File: config.mk
export PLATFORM = sky130hd
export DESIGN_NAME = peak_limiter
export DESIGN_NICKNAME = d
export VERILOG_FILES = /design/src/rtl/peak_limiter_pkg.sv /design/src/rtl/limiter_gain_mult.sv /design/src/rtl/peak_limiter.sv
export SDC_FILE = /design/constraint.sdc
export NUM_CORES = 1
export LEC_CHECK = 0
export BUFFER_PORTS_ARGS = -buffer_cell sky130_fd_sc_hd__buf_2
export CAP_MARGIN = 20
export CORE_UTILIZATION = 45
export CTS_BUF_LIST = sky130_fd_sc_hd__clkbuf_4 sky130_fd_sc_hd__clkbuf_8 sky130_fd_sc_hd__clkbuf_16
export DETAILED_ROUTE_END_ITERATION = 12
export GPL_TIMING_DRIVEN = 0
export PLACE_DENSITY = 0.73
export SYNTH_ARGS = -nofsm -noshare
export SYNTH_HDL_FRONTEND = slang
export SYNTH_SLANG_ARGS = --single-unit
File: constraint.sdc
create_clock -name clk -period 17.9 [get_ports clk]
set_clock_uncertainty 0.2 [all_clocks]
set_input_delay 3.58 -clock clk [delete_from_list [all_inputs] [get_ports clk]]
set_output_delay 3.58 -clock clk [all_outputs]
set_load 0.005 [all_outputs]
File: src/rtl/peak_limiter_pkg.sv
`default_nettype none
// ============================================================================
// Module      : peak_limiter_pkg
// Description : Shared types and constants for the peak limiter: FSM state
//               encoding, Q1.7 gain width and unity value, saturating gain
//               decrement helper.
// Revision    : 1.0 - initial release
// ============================================================================
package peak_limiter_pkg;

  // Gain is Q1.7: 8 bits, 128 represents 1.0
  localparam int                GAIN_W     = 8;
  localparam int                GAIN_FRAC  = GAIN_W - 1;
  localparam logic [GAIN_W-1:0] GAIN_UNITY = 8'd128;

  typedef enum logic [1:0] {
    IDLE    = 2'd0,
    ATTACK  = 2'd1,
    HOLD    = 2'd2,
    RELEASE = 2'd3
  } state_t;

  // Gain reduction that clamps at zero instead of wrapping
  function automatic logic [GAIN_W-1:0] gain_dec(input logic [GAIN_W-1:0] gain,
                                                 input logic [GAIN_W-1:0] step);
    return (gain > step) ? (gain - step) : '0;
  endfunction

endpackage
`default_nettype wire

File: src/rtl/limiter_gain_mult.sv
`default_nettype none
// ============================================================================
// Module      : limiter_gain_mult
// Description : Combinational gain datapath. Scales the sample by a Q1.7
//               gain at full precision, compares against the ceiling and
//               returns the clamped sample plus the over-threshold flag.
// Revision    : 1.0 - initial release
// ============================================================================
module limiter_gain_mult
  import peak_limiter_pkg::*;
#(
  parameter int WIDTH = 8
) (
  input  logic [WIDTH-1:0]  audio_in,
  input  logic [GAIN_W-1:0] gain,
  input  logic [WIDTH-1:0]  threshold,
  output logic [WIDTH-1:0]  limited_o,
  output logic              over_o
);

  localparam int c_prod_w = WIDTH + GAIN_W;

  logic [c_prod_w-1:0]        w_prod;
  logic [c_prod_w-GAIN_FRAC-1:0] w_scaled;   // WIDTH+1 bits, keeps headroom
  logic                       w_unused_frac;

  // Both operands widened first so the product can never overflow
  assign w_prod        = c_prod_w'(audio_in) * c_prod_w'(gain);
  assign w_scaled      = w_prod[c_prod_w-1:GAIN_FRAC];
  assign w_unused_frac = ^w_prod[GAIN_FRAC-1:0];

  assign over_o    = (w_scaled > {1'b0, threshold});
  assign limited_o = over_o ? threshold : w_scaled[WIDTH-1:0];

endmodule
`default_nettype wire

File: src/rtl/peak_limiter.sv
`default_nettype none
// ============================================================================
// Module      : peak_limiter
// Description : Sample-strobed peak limiter. Attack/hold/release gain
//               control around a multiply-and-clamp datapath; outputs are
//               registered with one ena cycle of latency.
//               Optional clip meter enabled by `define PEAK_LIMITER_METER_EN.
// Revision    : 1.0 - initial release
// ============================================================================
module peak_limiter
  import peak_limiter_pkg::*;
#(
  parameter int WIDTH       = 8,
  parameter int ATTACK_STEP = 8,
  parameter int HOLD_LEN    = 16
) (
  input  logic              clk,
  input  logic              rst,
  input  logic              ena,
  input  logic [WIDTH-1:0]  audio_in,
  input  logic [WIDTH-1:0]  threshold,
`ifdef PEAK_LIMITER_METER_EN
  input  logic              clr_meter,
`endif
  output logic [WIDTH-1:0]  audio_out,
  output logic              clip,
  output logic              limiting,
  output logic [GAIN_W-1:0] gain_out
`ifdef PEAK_LIMITER_METER_EN
  ,
  output logic [7:0]        clip_count
`endif
);

  localparam logic [GAIN_W-1:0] c_attack_step = GAIN_W'(ATTACK_STEP);
  localparam logic [7:0]        c_hold_len    = 8'(HOLD_LEN);

  state_t             state_q;
  logic [GAIN_W-1:0]  gain_q;
  logic [7:0]         hold_cnt_q;
  logic [WIDTH-1:0]   audio_out_q;
  logic               clip_q;
  logic               limiting_q;

  logic [WIDTH-1:0]   w_limited;
  logic               w_over;

  limiter_gain_mult #(
    .WIDTH (WIDTH)
  ) u_gain_mult (
    .audio_in  (audio_in),
    .gain      (gain_q),
    .threshold (threshold),
    .limited_o (w_limited),
    .over_o    (w_over)
  );

  // Gain-control FSM with registered sample, clip and limiting outputs
  always_ff @(posedge clk or posedge rst) begin
    if (rst) begin
      state_q     <= IDLE;
      gain_q      <= GAIN_UNITY;
      hold_cnt_q  <= '0;
      audio_out_q <= '0;
      clip_q      <= 1'b0;
      limiting_q  <= 1'b0;
    end else if (ena) begin
      audio_out_q <= w_limited;
      clip_q      <= w_over;
      // An over-threshold sample always restarts the attack, whatever the state
      if (w_over) begin
        state_q    <= ATTACK;
        gain_q     <= gain_dec(gain_q, c_attack_step);
        hold_cnt_q <= '0;
        limiting_q <= 1'b1;
      end else begin
        case (state_q)
          IDLE: begin
            gain_q     <= GAIN_UNITY;
            limiting_q <= 1'b0;
          end
          ATTACK: begin
            state_q    <= HOLD;
            hold_cnt_q <= c_hold_len;
            limiting_q <= 1'b1;
          end
          HOLD: begin
            limiting_q <= 1'b1;
            if (hold_cnt_q <= 8'd1) begin
              state_q    <= RELEASE;
              hold_cnt_q <= '0;
            end else begin
              hold_cnt_q <= hold_cnt_q - 8'd1;
            end
          end
          RELEASE: begin
            // The step that lands on unity also returns to IDLE
            if (gain_q >= GAIN_UNITY - 8'd1) begin
              gain_q     <= GAIN_UNITY;
              state_q    <= IDLE;
              limiting_q <= 1'b0;
            end else begin
              gain_q     <= gain_q + 8'd1;
              limiting_q <= 1'b1;
            end
          end
          default: begin
            state_q    <= IDLE;
            gain_q     <= GAIN_UNITY;
            hold_cnt_q <= '0;
            limiting_q <= 1'b0;
          end
        endcase
      end
    end
  end

  assign audio_out = audio_out_q;
  assign clip      = clip_q;
  assign limiting  = limiting_q;
  assign gain_out  = gain_q;

`ifdef PEAK_LIMITER_METER_EN
  logic [7:0] clip_count_q;

  // Saturating count of clipped samples; clear beats a same-cycle increment
  always_ff @(posedge clk or posedge rst) begin
    if (rst) begin
      clip_count_q <= '0;
    end else if (clr_meter) begin
      clip_count_q <= '0;
    end else if (ena && w_over && (clip_count_q != 8'hFF)) begin
      clip_count_q <= clip_count_q + 8'd1;
    end
  end

  assign clip_count = clip_count_q;
`endif

endmodule
`default_nettype wire
-- Yosys cells after proc, flatten, opt, wreduce, memory -nomap -nowiden
Cells that the tools add are included.
- bitwise operators: 0
- reduce and logical (&&, ||, !) cells: 8
- shifts and indexed selects: 0
- equal/unequal tests: 5
- div/mod/pow operators: 0
- $add $sub $neg: 3
- order comparisons: 4
- muxes and demuxes: 15
- multipliers: 1
- operators with widths (operator ; count):
    $mux W8 ; 6
    $pmux W8 S2 ; 2
    $mul A8 B8 Y16 ; 1
    $gt A9 B8 Y1 ; 1
    $add A8 B1 Y8 const B ; 1
    $ge A8 B7 Y1 const B ; 1
    $gt A8 B4 Y1 const B ; 1
    $le A8 B1 Y1 const B ; 1
    $sub A8 B1 Y8 const B ; 1
    $sub A8 B4 Y8 const B ; 1
    $mux W2 ; 3
    $ne A3 B2 Y1 const B ; 2
    $pmux W2 S3 ; 1
    $reduce_bool A3 Y1 ; 2
    $eq A2 B2 Y1 const B ; 2
    $reduce_and A2 Y1 ; 2
    $reduce_and A4 Y1 ; 1
    $reduce_bool A4 Y1 ; 1
    $pmux W1 S3 ; 1
    $eq A2 B1 Y1 const B ; 1
    $logic_not A2 Y1 ; 1
    $mux W1 ; 2
    $reduce_or A2 Y1 ; 1
- RAM bits: 0
- memories: 0
- bits in read-only memories: 0
- register bits after elaboration: 28
- output and inout bits: 18
- bits in latches: 0
- bits of input ports: 19

-- Longest topological paths before layout
Gate-level depths: netlist of run 1.
- depth after elaboration: 4
- mapped depth: 27
- gate-level depth less buffers: 24

-- Modules after synthesis
A second synthesis of run 1 with hierarchy kept.
- cell total of the unflattened synthesis: 433
- area total of the unflattened synthesis: 3990.1 µm²
- by module, submodules not included (module ; cells an instance ; seq. area each (µm²) ; instances ; area an instance (µm²)):
    limiter_gain_mult ; 268 ; 0.0 ; 1 ; 2359.8
    peak_limiter ; 165 ; 701.9 ; 1 ; 1630.3

-- Least setup slack after synthesis of run 1
OpenSTA, ideal clock, no wires.
- kind: input to register
- from: in audio_in[2]
- to: reg gain_q[6], in the netlist gain_out[6]
- setup time: 0.124 ns
- stages on the path: 22
- data arrival time: 8.813 ns
- setup slack: 8.763 ns
- required time: 17.576 ns
- path through: and2_1 fa_1 fa_1 fa_1 inv_1 fa_1 inv_1 ha_1 a21o_1 a21oi_1 o211ai_1 a31o_2 a21oi_1 xnor2_1 ha_1 nand3_1 nor2_1 a221oi_1 a41o_1 o21ai_2 mux2_1 a211o_1
- longest elaborated chain between the ends: 4
- elaborated cells between the ends (all ways): 5
- classes of those cells: mul: 1; order compare: 1; mux: 1; reduce/logical: 2
- RTL lines (element ; RTL line ; RTL):
    start: declaration ; peak_limiter.sv:20 ; input logic [WIDTH-1:0] audio_in,
    $mul A8 B8 Y16 (*) ; limiter_gain_mult.sv:28 ; assign w_prod = c_prod_w'(audio_in) * c_prod_w'(gain);
    $gt A9 B8 Y1 (*) ; limiter_gain_mult.sv:32 ; assign over_o = (w_scaled > {1'b0, threshold});
    $reduce_bool A3 Y1 (no source line) ; - ;
    $reduce_and A2 Y1 (no source line) ; - ;
    end signal: assignment ; peak_limiter.sv:73 ; gain_q <= gain_dec(gain_q, c_attack_step);
    end signal: assignment ; peak_limiter.sv:103 ; gain_q <= gain_q + 8'd1;
    end: declaration ; peak_limiter.sv:39 ; logic [GAIN_W-1:0] gain_q;
Every way passes the cells marked *; elsewhere a longest branch is shown, timed or not.
A chain may end at the register's enable or synchronous reset.

-- Final worst setup path of run 1
- from: in audio_in[2]
- to: reg gain_q[1], in the netlist gain_out[1]
The elaborated chain is that of the path after synthesis.

==> out/qor.txt, run 1 <==
TritonCTS clock tree -> built
FF-to-FF Start -> gain_out[6]
Final Hold Fails -> 0
Largest net degree at the start of global routing -> 29
Die ar. -> 9225 um^2
Number of nets in the layout -> 602
Pre-CTS WS -> 7.999 ns
Initial antenna violation count -> 0
# DRC -> 0
Worst Hold Class -> reg2reg
Required time of the critical path -> 17.85 ns
CP max FO -> 10
CTS Buffer Depth -> 2
PortBufs -> 36
R2R depth -> 25
Fmax -> 104.0 MHz
Final Slew Violations -> 0
Die W -> 96.05 um
Mapped Avg Cell Area -> 8.747 um^2
CTS Root Cell -> clkbuf_8
Vias in the first global route -> 3639
Register area -> 701.9 um^2
Die Y-Extent -> 96.05 um
RSZ-0062 raised after global routing -> false
HPWL Detailed -> 7.425 mm
Drt pass-1 iters -> 4
WHS Endpoint -> audio_out[1]
Cts hold-fix bufs -> 0
CTS Buf Count -> 3
Worst-Margin Slew -> 0.5894 ns
WHS Path Cells -> 2
H-tree depth -> 1
Worst Hold Slack -> 0.3029 ns
Antenna Nets Post-Route -> 0
# fillers -> 797
Slew Limit Headroom -> 0.6071
Crit start category -> primary input
Crit Path Class -> in2reg
Routed vias/inst -> 5.697
All-Layer GR Usage -> 0.2264
Worst skew pair latency -> 0.28 ns
PostCTS Resize Cnt -> 0
Async set or reset register ratio after synthesis -> 1.000
Unique masters post-synth -> 60
WL/cell -> 15.66 um
Crit path DAT -> 9.56 ns
Worst R2R End -> gain_out[1]
Area of the mapped netlist -> 3980 um^2
Gr ovfl total -> 0
Initial Util -> 0.4748
Finished Layout Cells -> 601
Hold path startpoint -> audio_out[1]
Crit end category -> flop
Max Cap Viol -> 0
Post-Route WL -> 9.414 mm
Routed vias -> 3424
Sink Count -> 28
Share of layout cells above drive strength 1 -> 0.1089
Clock transition at the registers of the reported paths -> 0.10 ns
Cell count after placement -> 596
Status -> completed
Setup bufs post-CTS -> 0
# diodes -> 0
Number of DRC markers in iteration 0 -> 195
Seq/Total Area, Yosys -> 0.1764
Post-synth EDFFs -> 0
GP Congestion -> 0.9186
Setup TNS -> 0 ns
Multi-input logic area -> 2950 um^2
#FFs+latches synth -> 28
Worst Setup Slack, final -> 8.288 ns
Core area -> 8382 um^2
Final Cycle Share -> 0.5370
Row cnt -> 33
First-pass GRT wire length -> 16.26 mm
Synth warnings -> 0
Final setup violation count -> 0
Syn nets -> 560
IO Pins -> 37
Area grow syn2layout -> 10.31%
R2R setup slack -> 10.75 ns
Mapped Cells -> 455
Tmin final -> 9.612 ns
Dominant synthesized flop cell -> dfrtp_1
==> synthesized netlist by cell type, types with 3 or more instances <==
| cell | number | share of area |
|---|---|---|
| a21o_1 | 7 | 0.013 |
| a21oi_1 | 19 | 0.024 |
| a31oi_1 | 8 | 0.013 |
| and2_1 | 52 | 0.082 |
| clkbuf_1 | 13 | 0.012 |
| dfrtp_1 | 27 | 0.17 |
| fa_1 | 35 | 0.18 |
| ha_1 | 51 | 0.16 |
| inv_1 | 67 | 0.063 |
| mux2i_1 | 9 | 0.023 |
| nand2_1 | 37 | 0.035 |
| nand3_1 | 11 | 0.014 |
| nor2_1 | 19 | 0.018 |
| nor3_1 | 9 | 0.011 |
| nor4_1 | 5 | 0.0079 |
| o211ai_1 | 4 | 0.0075 |
| o21a_1 | 3 | 0.0057 |
| o21ai_0 | 5 | 0.0063 |
| o21ai_1 | 4 | 0.0050 |
| o21bai_1 | 3 | 0.0057 |
| o22ai_1 | 4 | 0.0063 |
| or3_1 | 6 | 0.0094 |
| xnor2_1 | 5 | 0.011 |
| xor2_1 | 4 | 0.0088 |
==> registers in the layout, indices dropped and copies added, names as in the netlist <==
name	count
gain_out	8
audio_out	8
clip	1
hold_cnt_q	8
state_q	2
limiting	1
==> metrics by stage <==
step	utilization	cell area [um^2]
3_3_place_gp	0.5120	4292
2_1_floorplan	-	3980
6_report	0.5238	4390
3_5_place_dp	0.5120	4292
4_1_cts	0.5205	4363
5_1_grt	0.5238	4390
==> metal layers <==
layer,track usage,part of all wire,vias to the layer above
met5,0,0,-
met4,0.06841,0.023,0
met3,0.02686,0.056,18
met2,0.3794,0.47,113
met1,0.3052,0.45,1662
li1,-,-,1631
==> cell families after synthesis <==
logic type	after synthesis	share of synthesized area
AND/OR/NAND/NOR	148	0.1927
AO/OA/AOI/OAI	88	0.1641
adder cells (fa/ha/maj)	86	0.3364
buffers and inverters	85	0.08236
flip-flops	28	0.1764
multiplexers	11	0.02829
XOR/XNOR	9	0.01980
==> worst max-delay path by stage <==
stage / start / endpoint / slack [ns] / depth (start not counted)
2_1_floorplan: audio_in[2] / gain_out[6] / 8.76 / 22
3_3_place_gp: audio_in[2] / hold_cnt_q[5] / 8.12 / 24
3_5_place_dp: audio_in[2] / gain_out[1] / 8.00 / 24
4_1_cts: audio_in[2] / gain_out[1] / 8.29 / 24
5_1_grt: audio_in[2] / gain_out[7] / 7.90 / 24
6_report: audio_in[2] / gain_out[1] / 8.29 / 24
==> critical path, cell delays in order <==
cell and delay (ns):
buf_2 0.16, and2_1 0.20, fa_1 0.51, fa_1 0.52
fa_1 0.56, inv_1 0.06, fa_1 0.53, inv_1 0.05
ha_1 0.34, a21o_1 0.19, a21oi_1 0.25, o211ai_1 0.19
a31o_2 0.28, a21oi_1 0.17, xnor2_1 0.19, ha_1 0.31
nand3_1 0.08, nor2_1 0.06, a221oi_1 0.24, a41o_1 0.22
o21ai_2 0.15, clkbuf_1 0.31, a211oi_1 0.29, o32ai_1 0.12
==> area by class of cell <==
cell class	instances	share of cell area
Multi-Input combinational cell	342	0.6720
Buffer	18	0.01738
Sequential cell	28	0.1599
Clock buffer	3	0.009404
Tap cell	105	0.02992
Timing Repair Buffer	37	0.04731
Inverter	67	0.05728
Clock inverter	1	0.006840
==> placed cells by master, fill, tap and decap left out, types with 3 or more instances in the layout <==
| cell | instances |
|---|---|
| nand3_1 | 11 |
| xnor2_1 | 5 |
| nand2_1 | 37 |
| o21a_1 | 3 |
| xor2_1 | 4 |
| inv_1 | 67 |
| nor3_1 | 9 |
| and2_1 | 52 |
| buf_2 | 37 |
| clkbuf_8 | 3 |
| a21oi_1 | 19 |
| o211ai_1 | 4 |
| or3_1 | 6 |
| o21ai_1 | 4 |
| dfrtp_1 | 27 |
| a21o_1 | 7 |
| a31oi_1 | 8 |
| o21bai_1 | 3 |
| mux2i_1 | 9 |
| clkbuf_1 | 13 |
| nor2_1 | 19 |
| fa_1 | 35 |
| o22ai_1 | 4 |
| ha_1 | 51 |
| o21ai_0 | 5 |
| nor4_1 | 5 |
Power of run 1 is left out: the tool's default activity adds up to more than one toggle a clock period on the data nets, which glitch-free logic cannot reach.
==> run 2: changes to the inputs <==
--- a/config.mk
+++ b/config.mk
@@ -11,7 +11,7 @@
 export CTS_BUF_LIST = sky130_fd_sc_hd__clkbuf_4 sky130_fd_sc_hd__clkbuf_8 sky130_fd_sc_hd__clkbuf_16
 export DETAILED_ROUTE_END_ITERATION = 12
 export GPL_TIMING_DRIVEN = 0
-export PLACE_DENSITY = 0.73
+export PLACE_DENSITY = 0.76
 export SYNTH_ARGS = -nofsm -noshare
 export SYNTH_HDL_FRONTEND = slang
 export SYNTH_SLANG_ARGS = --single-unit
==> constraint.sdc (replaced) <==
create_clock -name clk -period 8.8 [get_ports clk]
set_clock_uncertainty 0.2 [all_clocks]
set_input_delay 1.76 -clock clk [delete_from_list [all_inputs] [get_ports clk]]
set_output_delay 1.76 -clock clk [all_outputs]
set_load 0.005 [all_outputs]
==> out/qor.txt, run 2 (synthesis gave the netlist of run 1 again) <==
Crit end category -> flop
Vias in the first global route -> 3560 (-2.2%)
Crit start category -> primary input
Die ar. -> 9225 um^2 (unchanged)
IO Pins -> 37 (unchanged)
Setup bufs post-CTS -> 0 (unchanged)
Routed vias/inst -> 5.750 (+0.93%)
CTS Buf Count -> 3 (unchanged)
Max Cap Viol -> 0 (unchanged)
Required time of the critical path -> 8.75 ns (-9.10 ns)
Share of layout cells above drive strength 1 -> 0.1089 (unchanged)
Buffers & Inverters on Critical Path -> 4 (unchanged)
Worst-Margin Slew -> 0.5738 ns (-0.01565 ns)
Fmax -> 129.5 MHz
Antenna Nets Post-Route -> 0 (unchanged)
Slew Limit Headroom -> 0.6175 (+0.01043)
CTS Root Cell -> clkbuf_8
Row cnt -> 33 (unchanged)
Initial antenna violation count -> 0 (unchanged)
Worst skew pair latency -> 0.28 ns (about the same)
CP max FO -> 10 (unchanged)
Sink Count -> 28 (unchanged)
Initial Util -> 0.4748 (unchanged)
Crit path DAT -> 7.67 ns (-1.89 ns)
CTS Buffer Depth -> 2 (unchanged)
# fillers -> 761 (-4.5%)
Top sig layer -> met4
# diodes -> 0 (unchanged)
Post-Route WL -> 9.724 mm (+3.3%)
# DRC -> 0 (unchanged)
Crit-path most repeated cell -> fa_1
Area grow syn2layout -> 10.31% (unchanged)
Number of DRC markers in iteration 0 -> 213 (+9.2%)
Worst Setup Slack, final -> 1.080 ns (-7.208 ns)
Final Slew Violations -> 0 (unchanged)
Crit Path Class -> in2reg
Gr ovfl total -> 0 (unchanged)
RSZ-0062 raised after global routing -> false
HPWL Detailed -> 7.588 mm (+2.2%)
Worst Hold Slack -> 0.3011 ns (-0.001847 ns)
Routed vias -> 3456 (+0.93%)
Number of nets in the layout -> 602 (unchanged)
Metal3 WL -> 579 um (+10%)
Final Cycle Share -> 0.8772
TritonCTS clock tree -> built
CP Cell Sequence -> buf_2, and2_1, fa_1, fa_1, fa_1, inv_1, fa_1, inv_1, ha_1, a21o_1, a21oi_1, o211ai_1, a31o_2, a21oi_1, xnor2_1, ha_1, nand3_1, nor2_1, a221oi_1, a41o_1, o21ai_2, clkbuf_1, a211oi_1, o32ai_1
Die Y-Extent -> 96.05 um (unchanged)
H-tree depth -> 1 (unchanged)
First-pass GRT wire length -> 16.76 mm (+3.1%)
Cts hold-fix bufs -> 0 (unchanged)
Hold path startpoint -> clip
Drt pass-1 iters -> 5 (+1)
Met1 Wirelength -> 4.161 mm (-1.3%)
Pre-CTS WS -> 0.7643 ns (-7.235 ns)
PostCTS Resize Cnt -> 0 (unchanged)
Worst Hold Class -> reg2reg
Commonest non-fill, non-tap cell in the layout -> inv_1
Crit-path leading delay family -> adder cells
All-Layer GR Usage -> 0.2334 (+0.007018)
Clock transition at the registers of the reported paths -> 0.10 ns (about the same)
PortBufs -> 36 (unchanged)
Final setup violation count -> 0 (unchanged)
GP Congestion -> 0.8985 (-2.2%)
Most used cells in the layout excluding fill and tap cells -> 67 x inv_1, 52 x and2_1, 51 x ha_1, 37 x nand2_1, 37 x buf_2
Crit path from -> audio_in[2]
Crit-path max cell delay -> 0.55 ns (about the same)
Die W -> 96.05 um (unchanged)
Slowest CP cell -> fa_1
Status -> completed
Routed wl met2 -> 4.702 mm (+5.5%)
Tmin final -> 7.720 ns
FF-to-FF Start -> gain_out[6]
Final Hold Fails -> 0 (unchanged)
Setup TNS -> 0 ns (unchanged)
Largest net degree at the start of global routing -> 29 (unchanged)
WL/cell -> 16.18 um (+3.3%)
Core area -> 8382 um^2 (unchanged)
[run 2: worst paths after layout]
kind | endpoint | slack, ns | cells past startpoint
worst max-delay path | gain_out[1] | 1.08 | 24
worst min-delay path | clip | 0.30 | 2
worst max register to register | gain_out[1] | 1.62 | 26
worst min register to register | clip | 0.30 | 2
max in group asynchronous | hold_cnt_q[3] | 6.64 | 3
min in group asynchronous | hold_cnt_q[1] | 1.29 | 2
[run 2: tightest hold or removal path: stages, from the launching register on]
cell     delay, ns
dfrtp_1       0.35
nor2_1        0.04
nor2_1        0.07
[run 2: stage by stage]
| step | cells | utilization | area [um^2] |
|---|---|---|---|
| floorplan | 455 | - | 3980 |
| global placement | 596 | 0.5120 | 4292 |
| detailed placement | 596 | 0.5120 | 4292 |
| CTS | 600 | 0.5205 | 4363 |
| global route | 601 | 0.5238 | 4390 |
| finish | 601 | 0.5238 | 4390 |
[run 2: cell type report]
class | count | area, um^2 | share of cell area
timing repair buffer | 37 | 207.7 | 0.04731
clock buffer | 3 | 41.29 | 0.009404
inverter | 67 | 251.5 | 0.05728
sequential | 28 | 701.9 | 0.1599
buffer | 18 | 76.32 | 0.01738
clock inverter | 1 | 30.03 | 0.006840
multi-input combinational | 342 | 2950 | 0.6720
tap | 105 | 131.4 | 0.02992
[run 2: per-layer routing]
| metal | track usage | up-vias |
|---|---|---|
| met3 | 0.02844 | 25 |
| met5 | 0 | - |
| li1 | - | 1621 |
| met4 | 0.07338 | 0 |
| met2 | 0.3954 | 135 |
| met1 | 0.3096 | 1675 |
Power of run 2 is left out for the same reason.
==> run 3: changes to the inputs <==
--- a/config.mk
+++ b/config.mk
@@ -5,13 +5,14 @@
 export SDC_FILE = /design/constraint.sdc
 export NUM_CORES = 1
 export LEC_CHECK = 0
-export BUFFER_PORTS_ARGS = -buffer_cell sky130_fd_sc_hd__buf_2
 export CAP_MARGIN = 20
+export CORE_MARGIN = 2
 export CORE_UTILIZATION = 45
 export CTS_BUF_LIST = sky130_fd_sc_hd__clkbuf_4 sky130_fd_sc_hd__clkbuf_8 sky130_fd_sc_hd__clkbuf_16
 export DETAILED_ROUTE_END_ITERATION = 12
+export DONT_BUFFER_PORTS = 1
 export GPL_TIMING_DRIVEN = 0
-export PLACE_DENSITY = 0.76
+export PLACE_DENSITY = 0.72
 export SYNTH_ARGS = -nofsm -noshare
 export SYNTH_HDL_FRONTEND = slang
 export SYNTH_SLANG_ARGS = --single-unit
==> out/qor.txt, run 3 (synthesis gave the netlist of run 1 again) <==
Cell count after placement -> 563 (-5.5%)
Initial antenna violation count -> 0 (unchanged)
Gr ovfl total -> 0 (unchanged)
CP max FO -> 10 (unchanged)
Routed vias/inst -> 5.754 (about the same)
Slowest CP cell -> fa_1
R2R depth -> 25 (-3.8%)
Routed vias -> 3268 (-5.4%)
R2R setup slack -> 1.57 ns (-0.05 ns)
Worst R2R End -> hold_cnt_q[5]
Final Hold Fails -> 0 (unchanged)
TritonCTS clock tree -> built
Finished Layout Cells -> 568 (-5.5%)
Core area -> 8636 um^2 (+3.0%)
Antenna Nets Post-Route -> 0 (unchanged)
Final setup violation count -> 0 (unchanged)
Slew Limit Headroom -> 0.6273 (+0.009797)
Row cnt -> 34 (+3.0%)
Crit-path most repeated cell -> fa_1
Cts hold-fix bufs -> 0 (unchanged)
Final Slew Violations -> 0 (unchanged)
Tmin final -> 7.600 ns (-0.1198 ns)
Crit-path leading delay family -> adder cells
Area grow syn2layout -> 5.313%
Crit path from -> audio_in[2]
Post-Route WL -> 9.346 mm (-3.9%)
Crit end category -> flop
CTS Root Cell -> clkbuf_8
Crit-path max cell delay -> 0.54 ns (about the same)
Worst Setup EP -> hold_cnt_q[5]
RSZ-0062 raised after global routing -> false
Number of nets in the layout -> 566 (-6.0%)
First-pass GRT wire length -> 16.77 mm (about the same)
CTS Buffer Depth -> 2 (unchanged)
Share of layout cells above drive strength 1 -> 0.03913 (-0.06974)
Die W -> 98.05 um (+2.1%)
Routed wl met2 -> 4.558 mm (-3.1%)
Die Y-Extent -> 98.05 um (+2.1%)
Setup bufs post-CTS -> 0 (unchanged)
Area after DPL -> 4115 um^2 (-4.1%)
Commonest non-fill, non-tap cell in the layout -> inv_1
Number of DRC markers in iteration 0 -> 133 (-38%)
Final Cycle Share -> 0.8636 (-0.01362)
Status -> completed
GP Congestion -> 0.9179 (+2.2%)
FF-to-FF Start -> gain_out[6]
Levels on crit path -> 23 (-4.2%)
Register area -> 701.9 um^2 (unchanged)
Worst Hold Class -> reg2reg
Drt pass-1 iters -> 4 (-1)
Largest net degree at the start of global routing -> 29 (unchanged)
PortBufs -> 0 (-100%)
Worst skew pair latency -> 0.28 ns (about the same)
Crit start category -> primary input
Required time of the critical path -> 8.81 ns (+0.06 ns)
Crit Path Class -> in2reg
Most used cells in the layout excluding fill and tap cells -> 67 x inv_1, 52 x and2_1, 51 x ha_1, 37 x nand2_1, 35 x fa_1
IO Pins -> 37 (unchanged)
Final Core Density -> 0.4854 (-0.03844)
Buffers & Inverters on Critical Path -> 3 (-1)
WL/cell -> 16.45 um (+1.7%)
Clock transition at the registers of the reported paths -> 0.09 ns (about the same)
Max Cap Viol -> 0 (unchanged)
Multi-input logic area -> 2950 um^2 (unchanged)
# diodes -> 0 (unchanged)
Crit path DAT -> 7.61 ns (-0.06 ns)
PostCTS Resize Cnt -> 0 (unchanged)
Cell area after layout -> 4192 um^2 (-4.5%)
CP Cell Sequence -> and2_1, fa_1, fa_1, fa_1, inv_1, fa_1, inv_1, ha_1, a21o_1, a21oi_1, o211ai_1, a31o_2, a21oi_1, xnor2_1, ha_1, nand3_1, nor2_1, a221oi_1, a41o_1, o21ai_2, buf_4, a2111oi_0, o21bai_1
H-tree depth -> 1 (unchanged)
Sink Count -> 28 (unchanged)
HPWL Detailed -> 7.418 mm (-2.2%)
Met1 Wirelength -> 3.976 mm (-4.4%)
Hold path startpoint -> hold_cnt_q[4]
Fmax -> 131.6 MHz (+1.6%)
Top sig layer -> met4
Worst-Margin Slew -> 0.5591 ns (-0.01470 ns)
Metal3 WL -> 615 um (+6.2%)
# DRC -> 0 (unchanged)
All-Layer GR Usage -> 0.2102 (-0.02316)
Initial Util -> 0.4609 (-0.01397)
CTS Buf Count -> 3 (unchanged)
Die ar. -> 9613 um^2 (+4.2%)
# fillers -> 792 (+4.1%)
Setup TNS -> 0 ns (unchanged)
Vias in the first global route -> 3490 (-2.0%)
==> run 3: cell type report <==
type,instances,area share
flip-flops and latches,28,0.1675
clock buffers,4,0.01164
multi-input cells,342,0.7039
well taps,108,0.03224
inverters,67,0.06000
plain buffers,18,0.01821
repair buffers,1,0.006567
==> run 3: worst min-delay path by stage <==
stage                     to  slack (ns)  cells past startpoint
3_3_place_gp   hold_cnt_q[4]        0.27                      1
3_5_place_dp   hold_cnt_q[4]        0.29                      1
4_1_cts        hold_cnt_q[4]        0.31                      1
5_1_grt        hold_cnt_q[4]        0.33                      1
6_report       hold_cnt_q[4]        0.31                      1
2_1_floorplan  hold_cnt_q[4]        0.26                      1
==> run 3: per-stage QoR <==
step | hold slack [ns] | setup WS [ns]
after CTS | 0.3111 | 1.233
final | 0.3072 | 1.200
after global placement | 0.2746 | 1.020
after floorplan | 0.2577 | 1.483
after detailed placement | 0.2863 | 0.9337
after global routing | 0.3289 | 0.8202
==> run 3: layer usage <==
metal,vias to the layer above,global-route usage
li1,1559,-
met1,1586,0.2691
met2,107,0.3572
met3,16,0.04653
met4,0,0.06197
met5,-,0
Power of run 3 is left out for the same reason.
